`config.mk`:
```
export PLATFORM = sky130hd
export DESIGN_NAME = ex_mem_stage
export DESIGN_NICKNAME = d
export VERILOG_FILES = /design/src/rtl/ex_mem_stage.sv
export SDC_FILE = /design/constraint.sdc
export NUM_CORES = 1
export LEC_CHECK = 0
export BUFFER_PORTS_ARGS = -buffer_cell sky130_fd_sc_hd__buf_2
export CAP_MARGIN = 20
export CORE_MARGIN = 3
export CORE_UTILIZATION = 45
export CTS_CLUSTER_DIAMETER = 120
export DETAILED_ROUTE_END_ITERATION = 6
export HOLD_SLACK_MARGIN = 0.03
export MAX_ROUTING_LAYER = met4
export PLACE_DENSITY = 0.76
export SLEW_MARGIN = 20
export SYNTH_ARGS = -nofsm -noshare
export SYNTH_HDL_FRONTEND = slang
export SYNTH_SLANG_ARGS = --single-unit
```
`constraint.sdc`:
```
create_clock -name clk -period 3.7 [get_ports clk]
set_input_delay 0.37 -clock clk [delete_from_list [all_inputs] [get_ports clk]]
set_output_delay 0.37 -clock clk [all_outputs]
set_load 0.05 [all_outputs]
```
`src/rtl/ex_mem_stage.sv`:
```
`default_nettype none
// ============================================================================
//  Module   : ex_mem_stage
//  Brief    : EX/MEM pipeline register with valid/ready handshake. A main
//             register drives the outputs; a skid register absorbs one extra
//             bundle so that in_ready comes straight from a flop.
//  Revision : 1.0  initial release
// ============================================================================
module ex_mem_stage #(
  parameter int n = 63
) (
  input  logic       clk,
  input  logic       reset_n,
  input  logic       in_valid,
  output logic       in_ready,
  input  logic [n:0] in_result,
  input  logic       in_zero,
  input  logic [n:0] in_store_data,
  input  logic [n:0] in_branch_target,
  input  logic [4:0] in_rd,
  input  logic [4:0] in_ctrl,
  input  logic       flush,
  output logic       out_valid,
  input  logic       out_ready,
  output logic [n:0] out_result,
  output logic       out_zero,
  output logic [n:0] out_store_data,
  output logic [n:0] out_branch_target,
  output logic [4:0] out_rd,
  output logic [4:0] out_ctrl,
  output logic       pc_src,
  output logic [1:0] occupancy
);

  // Bundle layout: {result, zero, store_data, branch_target, rd, ctrl}
  localparam int c_BUNDLE_W = 3 * (n + 1) + 11;

  logic                  r_main_valid;
  logic                  r_skid_valid;
  logic [c_BUNDLE_W-1:0] r_main;
  logic [c_BUNDLE_W-1:0] r_skid;
  logic                  r_in_ready;
  logic [1:0]            r_occupancy;

  logic [c_BUNDLE_W-1:0] w_in_bundle;
  logic                  w_in_xfer;
  logic                  w_out_xfer;
  logic                  w_main_valid_nxt;
  logic                  w_skid_valid_nxt;
  logic                  w_main_from_skid;
  logic                  w_main_from_in;
  logic                  w_skid_from_in;

  assign w_in_bundle = {in_result, in_zero, in_store_data, in_branch_target, in_rd, in_ctrl};
  assign w_in_xfer   = in_valid & r_in_ready;
  assign w_out_xfer  = r_main_valid & out_ready;

  // Next-state selection for both slots; flush wins over every other event
  always_comb begin
    w_main_valid_nxt = r_main_valid;
    w_skid_valid_nxt = r_skid_valid;
    w_main_from_skid = 1'b0;
    w_main_from_in   = 1'b0;
    w_skid_from_in   = 1'b0;
    if (flush) begin
      w_main_valid_nxt = 1'b0;
      w_skid_valid_nxt = 1'b0;
    end else if (!r_main_valid || w_out_xfer) begin
      if (r_skid_valid) begin
        // Older skid bundle advances first to preserve order
        w_main_from_skid = 1'b1;
        w_main_valid_nxt = 1'b1;
        w_skid_from_in   = w_in_xfer;
        w_skid_valid_nxt = w_in_xfer;
      end else begin
        w_main_from_in   = w_in_xfer;
        w_main_valid_nxt = w_in_xfer;
      end
    end else if (w_in_xfer) begin
      // Main is stalled: park the new bundle in the skid slot
      w_skid_from_in   = 1'b1;
      w_skid_valid_nxt = 1'b1;
    end
  end

  // Valid flags plus registered in_ready and occupancy derived from them
  always_ff @(posedge clk or negedge reset_n) begin
    if (!reset_n) begin
      r_main_valid <= 1'b0;
      r_skid_valid <= 1'b0;
      r_in_ready   <= 1'b1;
      r_occupancy  <= 2'd0;
    end else begin
      r_main_valid <= w_main_valid_nxt;
      r_skid_valid <= w_skid_valid_nxt;
      r_in_ready   <= ~w_skid_valid_nxt;
      r_occupancy  <= {1'b0, w_main_valid_nxt} + {1'b0, w_skid_valid_nxt};
    end
  end

  // Bundle data registers; contents only change when a slot is loaded
  always_ff @(posedge clk or negedge reset_n) begin
    if (!reset_n) begin
      r_main <= '0;
      r_skid <= '0;
    end else begin
      if (w_main_from_skid) begin
        r_main <= r_skid;
      end else if (w_main_from_in) begin
        r_main <= w_in_bundle;
      end
      if (w_skid_from_in) begin
        r_skid <= w_in_bundle;
      end
    end
  end

  assign {out_result, out_zero, out_store_data, out_branch_target, out_rd, out_ctrl} = r_main;

  assign out_valid = r_main_valid;
  assign in_ready  = r_in_ready;
  assign occupancy = r_occupancy;
  assign pc_src    = r_main_valid & out_ctrl[0] & out_zero;

endmodule
`default_nettype wire

```
# Word level (Yosys, flattened, before mapping)
# Index checks and enable logic that the tools add are counted.
[op_classes]
n_eq_ne = 0
shifts = 0
n_mux = 18
add_sub_neg = 1
div_mod_pow = 0
n_reduce_logical = 3
magnitude_cmp = 0
mul = 0
n_bitwise = 5
[op_table]
columns = ["cell", "n"]
rows = [
  ["203-bit 2-to-1 mux", 2],
  ["1-bit 2-to-1 mux", 16],
  ["1-bit bitwise AND", 4],
  ["1-bit by 1-bit adder with 2-bit output", 1],
  ["2-bit nonzero test", 1],
  ["1-bit logical NOT", 1],
  ["1-bit logical OR", 1],
  ["1-bit inverter", 1],
]
[totals]
n_memories = 0
output_inout_bits = 208
ram_bits = 0
ff_bits = 411
latch_bits = 0
wordCells = 33
romBits = 0
input_bits = 208

# Logic depth before layout (Yosys ltp)
[depth]
ltp_word = 6
ltp_mapped = 7

# Least setup slack after synthesis
# Ideal clock, no wire load.
[synth_path]
path_kind = "register -> register"
startpoint = "register r_main_valid (netlist: out_valid)"
endpoint = "register r_main[100]"
n_path_buf = 4
stages_incl_launch_ff = 8
t_required_ps = 3589
setup_slack_ps = 1766
t_arrival_ps = 1823
path_cell_list = "dfrtp_1 -> nor2b_1 -> buf_6 -> or3_1 -> buf_2 -> buf_6 -> buf_6 -> a222oi_1"
[synth_via]
elab_chain_len = 5
word_cells_on_any_way = 9
cone_classes = "mux: 5; bitwise: 1; reduce/logical: 3"
[synth_rtl]
columns = ["item", "line", "rtl"]
rows = [
  ["start, declared", "38", "logic r_main_valid;"],
  ["start signal, assigned", "94", "r_main_valid <= w_main_valid_nxt;"],
  ["1-bit bitwise AND or 1-bit logical NOT (tied branches)", "56, 68", ""],
  ["1-bit logical OR (*)", "68", "end else if (!r_main_valid || w_out_xfer) begin"],
  ["1-bit 2-to-1 mux", "68", ""],
  ["1-bit 2-to-1 mux", "65", "if (flush) begin"],
  ["203-bit 2-to-1 mux or 2-bit nonzero test (tied branches)", "-", ""],
  ["end signal, assigned", "108", "r_main <= r_skid;"],
  ["end signal, assigned", "110", "r_main <= w_in_bundle;"],
  ["end, declared", "40", "logic [c_BUNDLE_W-1:0] r_main;"],
]
# Mark *: on every way between the ends. The rest lies on a longest branch, timed or not.
# A chain may end at the register's enable or synchronous reset.

# Worst setup path in the final report
[layout_path]
startpoint = "register r_main_valid (netlist: out_valid)"
endpoint = "register r_main[55]"
# The elaborated chain is that of the path after synthesis.

==> impl_metrics.json <==
{
  "clock_skew_ps": 6.96,
  "violations": "DRC",
  "synth_compound_gate_area_share_pct": 11.8,
  "clock-sinks": 411,
  "synthDistinctLibCells": 23,
  "wl_per_cell_um": 17.4,
  "root_buffer": "clkbuf_16",
  "muxShareOfSynthArea_pct": 11.7,
  "routabilityCongestion": 0.861,
  "crit_type": "reg -> reg",
  "grt_pass1_vias": 13647,
  "hpwlAfterDp_um": 28200,
  "fp.dieW_um": 202,
  "utilization_pct": 56.2,
  "worstPathArrival_ps": 2790,
  "start_util_pct": 45.8,
  "final_common_cell": "inv_1",
  "p_per_area_mw_per_mm2": 660,
  "grt_max_degree": 108,
  "synth_edf_count": 0,
  "synth_xor_area_share_pct": 0,
  "grt_antenna_before_repair": 4,
  "via_per_inst": 5.21,
  "path_buf_inv": 1,
  "dominantRegCellSynth": "dfrtp_1",
  "cts_inserted_buffers": 42,
  "synth-simple-area-share_pct": 0.462,
  "outcome": "finished, violations left",
  "max_stage_delay_ps": 610,
  "power.total_mw": 14.0,
  "synth_top_area_share_pct": 59.2,
  "drtIter0Drc": 1427,
  "p_int_mw": 9.13,
  "cp_data_required_time_ps": 4060,
  "grt-ovfl-total": 0,
  "die-area_mm2": 0.0409,
  "area_growth_pct": 22.8,
  "synth_area_mm2": 0.0173,
  "cp-end-kind": "flip-flop",
  "switching_share_pct": 35.0,
  "post-place-cells": 2396,
  "drc": 20,
  "fillers": 3243,
  "insertion_delay_ps": 540,
  "clk_pin_slew_ps": 60,
  "cts_tree": "yes",
  "finalSetupViolations": 0,
  "setup_tns_ps": 0,
  "crit_path_max_fanout": 88,
  "synth_top_cell_by_area": "dfrtp_1",
  "syn_area_per_cell_um2": 11.3,
  "die_h_um": 202,
  "ios": 416,
  "maxSlewViolCount": 0,
  "totalWireLength_um": 43200,
  "postCtsSetupBuffers": 0,
  "ant_nets": 0,
  "hold_violations": 0,
  "core_area_mm2": 0.0378,
  "num_rows": 71,
  "synth-seq-cells": 411,
  "io_buffers": 415,
  "period_share_pct": 65.5,
  "critPathTopFamily": "simple AND/OR/NAND/NOR gates",
  "yosysWarnings": 0,
  "power.leakage_nw": 11.7,
  "seq_power_share_pct": 42.7,
  "syn-num-nets": 1741,
  "dr.pass1.iters": 7,
  "grt_pass1_wl_um": 69000,
  "async_reset_ff_share_pct": 100,
  "maxCapViolCount": 0,
  "ys_seq_area_share_pct": 59.4,
  "nets": 2139,
  "synth_top_family_by_area": "buffers and inverters",
  "grt_usage_pct": 21.2,
  "mostFrequentLayoutCells": "610 x inv_1, 414 x buf_2, 410 x dfrtp_1",
  "syn-instance-count": 1532,
  "grt_setup_unrepaired": "no",
  "drive_gt1_share_pct": 26.1,
  "fin_cells": 2474,
  "min_period_ps": 2420,
  "holdWs_ps": 89.3,
  "hold_class": "in -> reg",
  "combPwrFrac_pct": 27.1,
  "relSlewSlack_pct": 48.7,
  "vias": 12896,
  "peakVddDrop_uv": 457,
  "worst-slew-pin-transition_ps": 769,
  "crit_slowest_cell": "or3_4",
  "netlist_top_cells_area": "dfrtp_1 59%, inv_1 13%, a222oi_1 12%",
  "max_freq_mhz": 413,
  "p_sw_mw": 4.91,
  "synth_adder_area_share_pct": 0.130,
  "p_clk_share_pct": 30.2,
  "path_cells": "nor2b_1 > or3_4 > buf_12 > a222oi_1",
  "htreeDepth": 2,
  "cts_buffer_depth": 3,
  "critPathLaunchType": "flip-flop"
}
-- logic make-up after synthesis --
family,Yosys count
AO/OA/AOI/OAI,205
flip-flops,411
adder cells (fa/ha/maj),2
buffers and inverters,701
AND/OR/NAND/NOR,10
multiplexers,203
-- state kept, by name, indices dropped and copies added (netlist names) --
register and flops:
r_skid_valid 1, in_ready 1, r_skid 203, r_main 203, occupancy 2, out_valid 1
-- per-layer routing --
layer	share of wire [%]	routed length [um]	GRT usage, %	vias to the layer above
li1	-	-	-	5789
met1	39	17000	25.7	6468
met2	51	21800	35.9	540
met3	6.1	2640	3.00	99
met4	3.9	1690	8.93	0
met5	0	0	-	-
-- power groups by stage --
stage | logic (mW) | clock network, mW | registers (mW)
CTS | 3.82 | 4.34 | 5.99
finish | 3.81 | 4.24 | 5.99
global placement | 3.66 | 0 | 6.03
detailed placement | 3.80 | 0 | 6.05
floorplan | 1.32 | 0 | 7.42
global route | 4.11 | 4.53 | 6.10
-- synthesized netlist by cell type, types with 2 or more instances --
library cell    n
inv_1         610
dfrtp_1       410
a222oi_1      203
mux2i_1       203
clkbuf_1       30
buf_6          20
buf_4          17
buf_1          14
buf_2          10
and2_1          2
-- worst register-to-register path, stage by stage (launching register included) --
cell      delay [ps]
dfrtp_1          370
nor2b_1          590
or3_4            620
buf_12           410
a222oi_1         260
-- what timing repair did --
item / in CTS / in global routing
hold endpoints to repair: 84 / 0
gates resized for setup: 0 / 0
hold buffers: 1 / 0
-- per-stage QoR --
stage,instance area [um2],worst slack [ps]
after floorplan,17300,1770
final,21300,1280
after CTS,21300,1330
after global placement,19900,1370
after global routing,21300,1220
after detailed placement,19900,1280
-- area by class of cell --
type | instances | area (um2) | area share (%)
clock inverter | 9 | 126 | 0.594
multi-input combinational | 420 | 4200 | 19.7
sequential | 411 | 10300 | 48.3
timing repair buffer | 445 | 2480 | 11.6
tap | 511 | 639 | 3.00
inverter | 610 | 2290 | 10.8
clock buffer | 64 | 1250 | 5.90
antenna | 4 | 10.0 | 0.0470
-- path summary, 6_finish.rpt --
| kind | startpoint | end | slack (ps) | depth (start not counted) |
|---|---|---|---|---|
| worst max register to register | out_valid | r_main[55] | 1280 | 4 |
| worst min register to register | r_skid[9] | r_skid[9] | 510 | 2 |
| max in group asynchronous | reset_n | r_skid[51] | 2290 | 3 |
| worst max-delay path | out_valid | r_main[55] | 1280 | 4 |
| min in group asynchronous | reset_n | r_main[187] | 480 | 2 |
| worst min-delay path | in_branch_target[9] | r_skid[19] | 90 | 3 |
Note: power is estimated with default switching activity, not from simulation.
